File: config.mk
export PLATFORM = sky130hd
export DESIGN_NAME = laser_range_finder
export DESIGN_NICKNAME = d
export VERILOG_FILES = /design/src/rtl/laser_range_finder.sv
export SDC_FILE = /design/constraint.sdc
export NUM_CORES = 1
export LEC_CHECK = 0
export CAP_MARGIN = 20
export CELL_PAD_IN_SITES_DETAIL_PLACEMENT = 1
export CELL_PAD_IN_SITES_GLOBAL_PLACEMENT = 2
export CORE_MARGIN = 1.5
export CORE_UTILIZATION = 36
export CTS_CLUSTER_DIAMETER = 150
export DETAILED_ROUTE_END_ITERATION = 7
export GPL_TIMING_DRIVEN = 0
export PLACE_DENSITY = 0.82
export SLEW_MARGIN = 20
export SYNTH_ARGS = -nofsm -noshare
export SYNTH_HDL_FRONTEND = slang
export SYNTH_SLANG_ARGS = --single-unit
File: constraint.sdc
create_clock -name clk -period 3.35 [get_ports clk]
set_input_delay 0.335 -clock clk [delete_from_list [all_inputs] [get_ports clk]]
set_output_delay 0.335 -clock clk [all_outputs]
set_load 0.1 [all_outputs]
File: src/rtl/laser_range_finder.sv
// laser_range_finder: time-of-flight ranging controller.
// Fires a pulse, times the echo, averages 2^LOG2_SHOTS shots, reports half.
module laser_range_finder #(
    parameter int CNT_W      = 16,
    parameter int PULSE_CYC  = 1,
    parameter int TIMEOUT    = 65535,
    parameter int LOG2_SHOTS = 0
) (
    input  logic             clk,
    input  logic             rst,
    input  logic             B,
    input  logic             S,
    output logic             L,
    output logic [CNT_W-1:0] D,
    output logic             valid,
    output logic             busy,
    output logic             err
);

    localparam logic [2:0] IDLE  = 3'd0;
    localparam logic [2:0] FIRE  = 3'd1;
    localparam logic [2:0] WAIT  = 3'd2;
    localparam logic [2:0] ACCUM = 3'd3;
    localparam logic [2:0] DONE  = 3'd4;

    localparam int PW = (PULSE_CYC > 1) ? $clog2(PULSE_CYC) : 1;
    localparam int AW = CNT_W + LOG2_SHOTS;
    localparam int SW = LOG2_SHOTS + 1;

    localparam logic [PW-1:0]  PLAST  = PW'(PULSE_CYC - 1);
    localparam logic [SW-1:0]  SLAST  = SW'((1 << LOG2_SHOTS) - 1);
    localparam logic [CNT_W:0] TO_VAL = (CNT_W+1)'(TIMEOUT);

    logic [2:0]       state;
    logic [PW-1:0]    pcnt;
    logic [CNT_W-1:0] tof;
    logic [CNT_W-1:0] shot;
    logic [SW-1:0]    scnt;
    logic [AW-1:0]    acc;
    logic [CNT_W:0]   tof_inc;
    logic [AW-1:0]    acc_sum;

    // tof+1 is kept one bit wider so the timeout compare never wraps
    assign tof_inc = {1'b0, tof} + (CNT_W+1)'(1);
    assign acc_sum = acc + AW'(shot);

    // status outputs decode straight from the state register
    assign L     = (state == FIRE);
    assign busy  = (state != IDLE);
    assign valid = (state == DONE);

    // measurement sequencer with its counters and result registers
    always_ff @(posedge clk) begin
        if (!rst) begin
            state <= IDLE;
            pcnt  <= '0;
            tof   <= '0;
            shot  <= '0;
            scnt  <= '0;
            acc   <= '0;
            D     <= '0;
            err   <= 1'b0;
        end else begin
            unique case (state)
                IDLE: begin
                    if (B) begin
                        acc   <= '0;
                        scnt  <= '0;
                        pcnt  <= '0;
                        tof   <= '0;
                        err   <= 1'b0;
                        state <= FIRE;
                    end
                end
                FIRE: begin
                    tof <= '0;
                    if (pcnt == PLAST) begin
                        pcnt  <= '0;
                        state <= WAIT;
                    end else begin
                        pcnt <= pcnt + PW'(1);
                    end
                end
                WAIT: begin
                    if (S) begin
                        shot  <= tof_inc[CNT_W-1:0];
                        state <= ACCUM;
                    end else if (tof_inc == TO_VAL) begin
                        err   <= 1'b1;
                        state <= IDLE;
                    end else begin
                        tof <= tof_inc[CNT_W-1:0];
                    end
                end
                ACCUM: begin
                    acc  <= acc_sum;
                    scnt <= scnt + SW'(1);
                    if (scnt == SLAST) begin
                        D     <= CNT_W'(acc_sum >> (LOG2_SHOTS + 1));
                        state <= DONE;
                    end else begin
                        state <= FIRE;
                    end
                end
                DONE: begin
                    state <= IDLE;
                end
                default: begin
                    state <= IDLE;
                end
            endcase
        end
    end

endmodule

; After elaboration in Yosys (flattened, before gate mapping)
; Index checks and enable logic that the tools add are counted.
[word_totals]
ff_bits = 69
input_bits = 4
out_inout_bits = 20
elab_cells = 55
[op_classes]
n_addsub = 4
eq_ne = 11
muxes = 18
bitwise_logic = 1
reduce_logical = 13
[ops]
columns = op, count
row1 = two-way mux 16 bit, 3
row2 = case mux 16 bit (3 select lines), 1
row3 = case mux 16 bit (2 select lines), 1
row4 = "adder 16 x 1 -> 17 bit, second input constant", 1
row5 = "equality test 17 x 16 -> 1 bit, second input constant", 1
row6 = adder 16 bit, 1
row7 = two-way mux 3 bit, 5
row8 = case mux 3 bit (4 select lines), 1
row9 = "!= test 2 bit, second input constant", 5
row10 = AND reduction 2 bit, 4
row11 = AND reduction 4 bit, 2
row12 = "equality test 3 x 2 -> 1 bit, second input constant", 2
row13 = case mux 1 bit (2 select lines), 3
row14 = nonzero test 2 bit, 3
row15 = nonzero test 3 bit, 2
row16 = two-way mux 1 bit, 4
row17 = "equality test 3 x 1 -> 1 bit, second input constant", 1
row18 = "equality test 3 bit, second input constant", 1
row19 = logical NOT 3 bit, 1
row20 = "!= test 3 bit, second input constant", 1
row21 = AND reduction 3 bit, 1
row22 = "adder 1 bit, second input constant", 2
row23 = NOT 1 bit, 1

; Depth between registers and ports, before layout
[depth]
ltp_word = 5
mapped_depth = 12
depth_no_buf = 10

; Least setup slack after synthesis
; Ideal clock, no wire load.
[synth_path]
path_kind = reg-to-output
start = reg state[0]
end = out L
arrival_time_ns = 2.758
setup_slack_ns = 0.257
stages_incl_launch_ff = 3
path_buffers = 1
cell_sequence = dfxtp_1 clkbuf_1 nor3b_1
[synth_via]
elab_chain_len = 1
[synth_lines]
columns = item, line_no
row1 = start: declaration, 34  ; logic [2:0] state;
row2 = start signal: assignment, 55  ; state <= IDLE;
row3 = start signal: assignment, 72  ; state <= FIRE;
row4 = start signal: assignment, 79  ; state <= WAIT;
row5 = equality test 3 x 1 -> 1 bit, 48  ; assign L = (state == FIRE);
row6 = end: declaration, 13  ; output logic L,
; No other way between the ends.

; Worst setup path after layout
[layout_path]
start = reg tof[1]
end = reg tof[14]
[layout_via]
elab_chain_len = 4
[layout_lines]
columns = item, line_no
row1 = start: declaration, 36  ; logic [CNT_W-1:0] tof;
row2 = start signal: assignment, 92  ; tof <= tof_inc[CNT_W-1:0];
row3 = adder 16 x 1 -> 17 bit (*), 44  ; assign tof_inc = {1'b0, tof} + (CNT_W+1)'(1);
row4 = equality test 17 x 16 -> 1 bit / two-way mux 16 bit (equally long branches), 88  ; end else if (tof_inc == TO_VAL) begin
row5 = != test 2 bit (no source line) / two-way mux 16 bit (equally long branches), --
row6 = AND reduction 4 bit (no source line) / case mux 16 bit (3 select lines) (equally long branches), --
; Every way passes the cells marked *; elsewhere a longest branch is shown, timed or not. The select of a mux whose other input is x is not followed.
; A chain may end at the register's enable or synchronous reset.

==> metrics.md <==
| Metric | Value |
|---|---|
| Synthesized area | `between 3000 and 4000 um^2` |
| Count leader, synth | `dfxtp_1` |
| Clock transition at path regs | `0.07 ns` |
| Hold endpoint | `D[13]` |
| Post-route ant nets | `0` |
| CP Launch Type | `flop` |
| Top FF cell, synth | `dfxtp_1` |
| Fmax | `approximately 320 MHz` |
| Core area | `a little under 10000 um^2` |
| Vias per Instance | `about 5.5` |
| # IOs | `24` |
| Final-report hold violation count | `0` |
| Htree depth | `3` |
| Hold path start | `D[13]` |
| HPWL Detailed | `7.90 mm` |
| Die area | `10700 um^2` |
| Clk buf depth | `2` |
| Slew @ Worst Pin | `around 1 ns` |
| Clock Skews | `roughly 0.0048 ns` |
| Number of synthesized flops with an enable pin | `0` |
| Final setup TNS | `0 ns` |
| Leakage power | `0.00154 uW` |
| #FFs+latches synth | `about 70` |
| Clk_lat worst skew | `~0.34 ns` |
| Post-Route WL | `10.6 mm` |
| CTS sink count | `68` |
| Initial core utilization | `roughly 37%` |
| Post-synth top cells | `dfxtp_1, nand2_1, nor2_1` |
| Synth top area cells | `dfxtp_1, ha_1, a21oi_1, xnor2_1, nand2_1` |
| Kind of critical path | `flop to flop` |
| Critical Path AT | `3.42 ns` |
| GR peak layer | `met2` |
| Yosys top cell area share | `between 30% and 40%` |
| Vias in the first global route | `3404` |
| Routed vias | `3349` |
| Share of layout cells above drive strength 1 | `7.72%` |
| FF-to-FF Start | `tof[1]` |
| Max_cap viols | `0` |
| RSZ-0062 raised after global routing | `false` |
| Worst-path fanout max | `10` |
| Worst hold path depth | `2` |
| Floorplan die height | `a little over 100 um` |
| CP startpoint | `tof[1]` |
| Slew Limit Fails | `0` |
| Core Util, Final | `between 40% and 50%` |
| Hold-fix buffers at CTS | `0` |
| Status | `finished clean` |
| # diodes | `0` |
| Inserted Clock Buffers | `9` |
| Fin nets | `approximately 500` |
| Area growth syn-to-layout | `17.4%` |
| Avg WL per Cell | `17.3 um` |
| Pwr dens | `just over 400 nW/um^2` |
| Mapped Nets | `464` |
| Hold Path Class | `flop to flop` |
| Rows | `36` |
| Die Wd | `about 100 um` |
| IO buf count | `22` |
| Final min period | `about 3.2 ns` |
| Post-synthesis sequential area ratio | `37.5%` |
| Reg2Reg Setup Slack | `approximately 0.19 ns` |
| WP data required | `3.60 ns` |
| Drc violations | `0` |
| Final WS setup | `~0.19 ns` |
| Final setup viols | `0` |
| Period utilization | `roughly 94%` |
| Post-Place Setup Slack | `-0.296 ns` |
| Initial antenna violation count | `0` |
| Ys async rst share | `0%` |
| Yosys cell types | `51` |
| M2 GR Usage | `between 30% and 40%` |
| CTS tree | `built` |
| Aggregate global routing overflow | `0` |
| Largest net degree at the start of global routing | `11` |
| Root Buffer | `clkbuf_8` |
| Reg2Reg Depth | `12` |
| Peak VDD IR | `roughly 0.00016 V` |
| R2R Path End | `tof[14]` |
| Post-synthesis cell count | `approximately 440` |
| Global-route wire length before repair | `between 15 and 20 mm` |
| DR iter-0 viols | `73` |
| Cell taking the most area after synthesis | `dfxtp_1` |
| Syn_area_per_cell | `around 8.2 um^2` |
| Met1 Resource Use GR | `between 20% and 30%` |
| FILL cells | `roughly 1200` |
| CP Capture Type | `flop` |
| Slew HR | `about a third` |
| Gpl congestion | `~0.82` |
| Final Hold Slack | `approximately 0.46 ns` |
| Synth warnings | `0` |
| Total Power | `~1700 uW` |
| DRT Pass-1 Iters | `4` |
| GR Util All Layers | `21.4%` |
| Met3 Usage GRT | `around 3.8%` |
==> critical path, stage by stage, from the launching register on <==
cell and delay, ns:
dfxtp_4 0.41, ha_1 0.15, buf_4 0.18, nand4_4 0.19, nor4_4 0.19, xnor2_1 0.14, or4_1 0.56, or4b_1 0.47
buf_4 0.19, a21oi_4 0.22, buf_6 0.18, nand3_1 0.09, o31ai_1 0.10
==> registers in the layout, indices dropped and copies added (netlist names) <==
name   flops
scnt       1
err        1
acc       16
D         15
state      3
tof       16
shot      16
==> final cells by class <==
type	count	area (um^2)	share of cell area (%)
Sequential cell	68	1370	32.0
Tap cell	133	166	3.90
Clock inverter	2	35.0	0.821
Inverter	11	41.3	0.967
Timing Repair Buffer	23	240	5.63
Clock buffer	12	155	3.64
Multi-Input combinational cell	334	2130	49.9
Buffer	29	134	3.14
==> cells by family after synthesis <==
logic type      Yosys count  synth area share, %
compound gates          124                 21.9
xor+xnor                 28                 6.75
fa+ha+maj                18                 6.40
buf+inv                  40                 4.65
flops                    68                 37.5
mux                       1                0.310
other cells               1                0.103
simple gates            162                 22.5
==> placed cells by master, fill, tap and decap left out, types with 2 or more instances in the layout <==
master           Yosys  routed
xnor2_1             19      19
or4_1                2       2
nor2_1              41      41
clkdlybuf4s50_1      0      22
nand4_1              3       3
o21ai_1             15      15
o21bai_1             3       3
nand3b_1             2       2
inv_2                2       2
nor3b_1              5       5
nor3_1               5       5
nand3_2              2       2
a22oi_1              5       5
o41ai_1              2       2
nand2_1             43      43
ha_1                17      17
nand2b_1             4       4
dfxtp_1             68      67
buf_4                3       3
nor4_1               3       3
inv_1                9       9
o21ai_0             12      12
buf_2                6       5
clkbuf_1            20      21
clkbuf_8             0      11
nand3_1             28      28
nand4b_1             2       2
a21o_1               7       7
and2_1               6       6
o31ai_1              9       9
a2111oi_0            3       2
a21oi_1             34      34
and3_1               6       6
nor2b_1              2       2
a31oi_1              8       8
a211oi_1            19      19
xor2_1               9       9
==> worst max-delay path by stage <==
stage                     endpoint  cells past startpoint  slack [ns]
after floorplan                  L                      2        0.26
after global placement      tof[7]                     11       -0.30
after detailed placement   tof[10]                     11       -0.30
after CTS                  tof[14]                     12        0.06
after global routing       tof[14]                     12       0.005
final                      tof[14]                     12        0.19
==> what timing repair did <==
action	4_1_cts	5_1_grt
setup buffers	1	0
endpoints found under the hold margin	0	0
resized for setup	4	3
endpoints found under the setup margin	16	13
pin swaps	1	1
==> where the power goes <==
group          switching, uW  internal, uW  total, uW
registers               10.6           823        833
clock network            317           376        693
logic                    153          62.9        216
total                    481          1260       1740
==> per-layer routing <==
metal / vias to the layer above / part of all wire, %
met5: - / 0
met4: 0 / 1.1
met3: 10 / 3.8
met2: 58 / 47
met1: 1634 / 48
li1: 1647 / -
==> through the flow <==
stage / cells / area (um^2)
after floorplan: 442 / 3630
after global placement: 597 / 4020
after detailed placement: 597 / 4020
after CTS: 612 / 4250
after global routing: 612 / 4270
final: 612 / 4270
No activity file was read; power rests on OpenSTA's default activity.
